[config.mk]
export PLATFORM = sky130hd
export DESIGN_NAME = instr_fetch_unit
export DESIGN_NICKNAME = d
export VERILOG_FILES = /design/src/rtl/instr_fetch_unit.sv
export SDC_FILE = /design/constraint.sdc
export NUM_CORES = 1
export LEC_CHECK = 0
export CORE_AREA = 3 3 93 68
export DETAILED_ROUTE_END_ITERATION = 7
export DIE_AREA = 0 0 96 71
export DONT_BUFFER_PORTS = 1
export GPL_ROUTABILITY_DRIVEN = 0
export PLACE_DENSITY = 0.83
export SYNTH_ARGS = -nofsm -noshare
export SYNTH_HDL_FRONTEND = slang
export SYNTH_SLANG_ARGS = --single-unit
export TNS_END_PERCENT = 1
[constraint.sdc]
create_clock -name clk -period 2 [get_ports clk]
set_input_delay 0.1 -clock clk [delete_from_list [all_inputs] [get_ports clk]]
set_output_delay 0.1 -clock clk [all_outputs]
set_load 0.05 [all_outputs]
[src/rtl/instr_fetch_unit.sv]
// Instruction fetch unit: PC register, req/ack imem fetch, valid/stall handshake, branch redirect on retire.
// Optional fetch timeout with sticky error is enabled by defining IFU_TIMEOUT_EN.
module instr_fetch_unit #(
  parameter int                ADDR_W      = 32,
  parameter logic [ADDR_W-1:0] RESET_PC    = '0,
  parameter int                TIMEOUT_CYC = 255
) (
  input  logic              clk,
  input  logic              rst_n,
  output logic              imem_req,
  output logic [ADDR_W-1:0] imem_addr,
  input  logic              imem_ack,
  input  logic [31:0]       imem_rdata,
  input  logic              stall,
  input  logic              branch_taken,
  input  logic [ADDR_W-1:0] branch_target,
  output logic              instr_valid,
  output logic [31:0]       instr,
  output logic [5:0]        opcode,
  output logic [10:0]       func,
  output logic [ADDR_W-1:0] pc,
  output logic              fetch_err
);

`ifdef IFU_TIMEOUT_EN
  typedef enum logic [1:0] {START, FETCH, HOLD, ERR} state_t;
`else
  typedef enum logic [1:0] {START, FETCH, HOLD} state_t;
`endif

  state_t state, state_nxt;
  logic   retire;
  logic   got_ack;

  // An ack only counts while a request is outstanding.
  assign got_ack = (state == FETCH) && imem_ack;

`ifdef IFU_TIMEOUT_EN
  localparam int CTR_W = (TIMEOUT_CYC < 2) ? 1 : $clog2(TIMEOUT_CYC);
  logic [CTR_W-1:0] to_ctr;
  logic             to_hit;

  assign to_hit = (state == FETCH) && !imem_ack && (to_ctr == CTR_W'(TIMEOUT_CYC - 1));

  always_ff @(posedge clk) begin
    if (!rst_n) begin
      to_ctr    <= '0;
      fetch_err <= 1'b0;
    end else begin
      if (state == FETCH && !imem_ack && !to_hit) to_ctr <= to_ctr + 1'b1;
      else                                        to_ctr <= '0;
      if (to_hit) fetch_err <= 1'b1;
    end
  end
`else
  localparam int unused_timeout_cyc = TIMEOUT_CYC;
  assign fetch_err = 1'b0;
`endif

  always_ff @(posedge clk) begin
    if (!rst_n) state <= START;
    else        state <= state_nxt;
  end

  always_comb begin
    state_nxt = state;
    imem_req  = 1'b0;
    retire    = 1'b0;
    unique case (state)
      START: state_nxt = FETCH;
      FETCH: begin
        imem_req = 1'b1;
        if (imem_ack) state_nxt = HOLD;
`ifdef IFU_TIMEOUT_EN
        else if (to_hit) state_nxt = ERR;
`endif
      end
      HOLD: begin
        if (instr_valid && !stall) begin
          retire    = 1'b1;
          state_nxt = FETCH;
        end
      end
`ifdef IFU_TIMEOUT_EN
      ERR: state_nxt = ERR;
`endif
      default: state_nxt = START;
    endcase
  end

  always_ff @(posedge clk) begin
    if (!rst_n) begin
      pc          <= RESET_PC;
      instr       <= '0;
      instr_valid <= 1'b0;
    end else begin
      if (got_ack) begin
        instr       <= imem_rdata;
        instr_valid <= 1'b1;
      end
      // Branch inputs are only meaningful on the retiring cycle.
      if (retire) begin
        pc          <= branch_taken ? {branch_target[ADDR_W-1:2], 2'b00} : pc + ADDR_W'(4);
        instr_valid <= 1'b0;
      end
    end
  end

  logic unused_tgt_lsb;
  assign unused_tgt_lsb = ^branch_target[1:0];

  assign imem_addr = pc;
  assign opcode    = instr[31:26];
  assign func      = instr[10:0];

endmodule

## Yosys cells after proc, flatten, opt, wreduce, memory -nomap -nowiden

Index checks and enable logic that the tools add are counted.

- Flip-flop bits (word level): 67
- Input port bits: 69
- Output and inout port bits: 116
- Logic and storage cells: 23

- $add $sub $neg: 1
- Equality and inequality tests: 4
- Mux-type cells: 7
- Bitwise logic cells: 1
- Reductions and logical operators: 6

Operators by type and width:

| cell | number |
|---|---|
| adder 32 x 3 -> 32 bit (second input constant) | 1 |
| two-way mux 32 bit | 1 |
| one-hot mux 2 bit (3 select lines) | 1 |
| two-way mux 2 bit | 2 |
| != test 2 bit (second input constant) | 2 |
| two-way mux 1 bit | 3 |
| == test 2 x 1 -> 1 bit (second input constant) | 1 |
| == test 2 bit (second input constant) | 1 |
| logical AND 1 bit | 2 |
| logical NOT 2 bit | 1 |
| AND reduction 2 bit | 1 |
| OR reduction 2 bit | 1 |
| logical NOT 1 bit | 1 |
| NOT 1 bit | 1 |

## Longest topological paths before layout

- Word-level depth: 5
- Mapped depth: 7
- Mapped depth without buffers: 6

## Worst setup path before layout

Ideal clock, no wire load.

- Path type: register to register
- Start point: register pc[2] (netlist: imem_addr[2])
- End point: register pc[24] (netlist: imem_addr[24])
- Library setup time: 0.149 ns
- Arrival: 2.047 ns
- Required time: 1.851 ns
- Setup slack: -0.196 ns
- Stages on the path, launching flop included: 8
- Buffers on the path: 1
- Period minus slack after synthesis: 2.196 ns
- Cells stage by stage: dfxtp_1 ha_1 nand3_2 nor4_2 buf_4 a31oi_1 o21ai_0 o311ai_1

- Word-level cells in the longest chain between the ends: 2

RTL lines:

| element | RTL line | source |
|---|---|---|
| start: declaration | 21 | `output logic [ADDR_W-1:0] pc,` |
| start signal: assignment | 103 | `pc <= branch_taken ? {branch_target[ADDR_W-1:2], 2'b00} : pc + ADDR_W'(4);` |
| adder 32 x 3 -> 32 bit | 103 |  |
| two-way mux 32 bit | 103 |  |

Every way passes these cells.
A chain may end at the register's enable or synchronous reset.

## Worst setup path in the final report

- Start point: register pc[8] (netlist: imem_addr[8])
- End point: register pc[23] (netlist: imem_addr[23])

The elaborated chain is that of the path after synthesis.

==> impl_metrics.csv <==
group,metric,value,unit
route,dr_total_vias,3375,
die,coreArea,5610,um2
route,antenna_left,0,
sta,setup_viol,0,
setup_path,reg2regPathDepth,6,
die,die_area,6820,um2
layout,n_fill_cell,369,
setup_path,arrival,2.22,ns
layout,synthToLayoutAreaGrowth,27.5,%
layout,final_cell_mix,"nand2_1, dlygate4sd3_1, buf_4",
route,wl_per_cell,17.0,um
synth,netlist_area,3450,um2
pwr,irDropWorstVdd,578,uV
grt,grtUsageTotal,28.6,%
die,die-width,96,um
sta,fin_skew,0.00713,ns
cts,cts-root-buf,"clkbuf_8",
sta,drv_slew,0,
cts,postCtsSetupBuffers,0,
grt,grt_antenna_before_repair,0,
placed_design,pre_cts_ws,0.193,ns
sta,hold_violations,0,
synth,synth_area_per_cell,7.91,um2
pwr,p_per_area,696,nW/um2
pwr,finalPower,3.06,mW
sta,fin_crit_sh,98.6,%
setup_path,worstSetupStartpointType,"flip-flop",
cts,cts_tree,"done",
cts,cts_buffer_depth,2,
setup_path,worst_ep_required_time,2.25,ns
sta,slew_headroom,37.0,%
layout,final_common_cell,"nand2_1",
layout,stdcell_area,4400,um2
sta,rsz0062_at_grt,"true",
layout,diodes,0,
cts,cts_made_buffers,9,
route,drc,0,
die,rows,23,
synth,synth_enable_flop_cells,0,
synth,ys_seq_area_share,37.7,%
sta,tightestPinTransition,0.942,ns
route,drt_pre_antenna_iters,5,
synth,synth_area_leaders,"dfxtp_1, buf_4, nand2_1, a21boi_0, o21ai_0",
layout,stdcell_count,578,
sta,max_freq,507,MHz
placed_design,port_buffers,0,
setup_path,endpoint_kind,"flip-flop",
route,drt-initial-drc-count,230,
placed_design,placed_cells,499,
layout,layout-drive-gt1-share,20.9,%
cts,cts.sinks,65,
die,io_pins,185,
synth,synth_top_area_cell,"dfxtp_1",
layout,final_nets,568,
grt,grt_overflow,0,
synth,synth_top_cell_area_share,37.7,%
job,cap_violations,0,
synth,synth_seq_cells,65,
synth,synthArstFlopShare,0,%
synth,synth_warnings,0,
placed_design,placed_area,3540,um2
synth,synthFlopType,"dfxtp_1",
setup_path,worstSetupPathType,"reg -> reg",
die,start_util,61.6,%
hold_path,min_path_type,"in -> reg",
setup_path,path_depth,6,
cts,cts.reportedPaths.clkPinSlew,0.07,ns
route,routed_via_density,5.84,
pwr,cellLeakagePower,1.73,nW
die,die_y,71,um
grt,grt_max_degree,35,
placed_design,hpwl,6240,um
cts,clock_latency,0.33,ns
grt,grt_pass1_vias,3304,
cts,h-tree-depth,3,
setup_path,slowest_stage,"dlygate4sd3_1",
synth,synth_cell_types,47,
setup_path,critPathBufInv,2,
outcome,status,"complete, no violations",
sta,layout_min_cycle_time,1.97,ns
sta,finalSetupTns,0,ns
route,routed_wirelength,9820,um
setup_path,crit_family,"buffers and inverters",
setup_path,critPathMaxFanout,11,
sta,fin_ws,0.0279,ns
setup_path,path_cells,"nand3_4, nor4_4, buf_6, a32oi_1, dlygate4sd3_1, o2bb2ai_1",
hold_path,hold-path-cell-count,2,
setup_path,crit_path_max_incr_delay,0.58,ns
synth,synthCells,437,
grt,grt_pass1_wl,15400,um
-- report_power, final --
group          switching [mW]  total [mW]  internal (mW)
clock network           0.494        1.20          0.701
logic                   0.275       0.438          0.163
registers              0.0964        1.43           1.33
-- logic make-up (layout without fill, tap and decap cells) --
family | count (synthesis) | count (layout) | synth area share [%]
fa+ha+maj | 1 | 1 | 0.362
xor+xnor | 6 | 6 | 1.52
buf+inv | 81 | 143 | 14.8
mux | 4 | 4 | 1.20
simple gates | 164 | 164 | 23.1
other cells | 1 | 5 | 0.109
flops | 65 | 65 | 37.7
compound gates | 115 | 115 | 21.3
-- cell type report --
class / count / area, um2 / share of cell area (%)
clock inverters: 7 / 93.8 / 2.13
well taps: 75 / 93.8 / 2.13
inverters: 4 / 15.0 / 0.341
flip-flops and latches: 65 / 1320 / 30.1
repair buffers: 123 / 1080 / 24.6
clock buffers: 9 / 124 / 2.81
multi-input cells: 295 / 1670 / 37.9
-- worst paths after layout --
kind                                         from            end  slack (ns)
worst min register to register          instr[26]      instr[26]        0.48
worst max register to register       imem_addr[8]  imem_addr[23]        0.03
worst max-delay path                 imem_addr[8]  imem_addr[23]        0.03
worst min-delay path            branch_target[12]  imem_addr[12]        0.03
-- synthesized netlist by cell type (2+ instances only) --
cell / count
nand2_1: 88
o211ai_1: 3
dfxtp_1: 65
nor4_1: 3
nand4_1: 5
buf_2: 3
a22oi_1: 12
a31oi_1: 5
clkbuf_1: 20
a21boi_0: 33
a21oi_1: 13
inv_1: 4
nor2_1: 23
mux2i_1: 3
nand4_2: 2
nor3_1: 7
and3_1: 3
nand3_1: 12
and2_1: 3
and4_1: 2
o21ai_0: 39
nor2b_1: 4
buf_4: 54
a32oi_1: 3
nand2b_1: 2
xor2_1: 5
-- flip-flops by register name (all words and copies together), names as in the netlist --
| register | flops |
|---|---|
| imem_addr | 30 |
| instr | 32 |
| instr_valid | 1 |
| state | 2 |
-- metal layers --
metal	wire length (um)	track usage [%]	up-vias
li1	-	-	1577
met1	3740	33.5	1570
met2	4920	50.1	212
met3	1010	8.71	16
met4	136	8.04	0
met5	0	0	-
-- metrics by stage --
step | util (%) | hold WS [ns]
5_1_grt | 78.5 | 0.0332
3_5_place_dp | 63.1 | 0.221
2_1_floorplan | - | 0.209
4_1_cts | 78.2 | 0.00245
6_report | 78.5 | 0.0293
3_3_place_gp | 63.1 | 0.217
-- what timing repair did --
action / 4_1_cts / 5_1_grt
hold endpoints to repair: 61 / 0
hold buffers: 63 / 0
setup endpoints to repair: 0 / 2
resized for setup: 0 / 3
(Power assumes the default switching activity.)
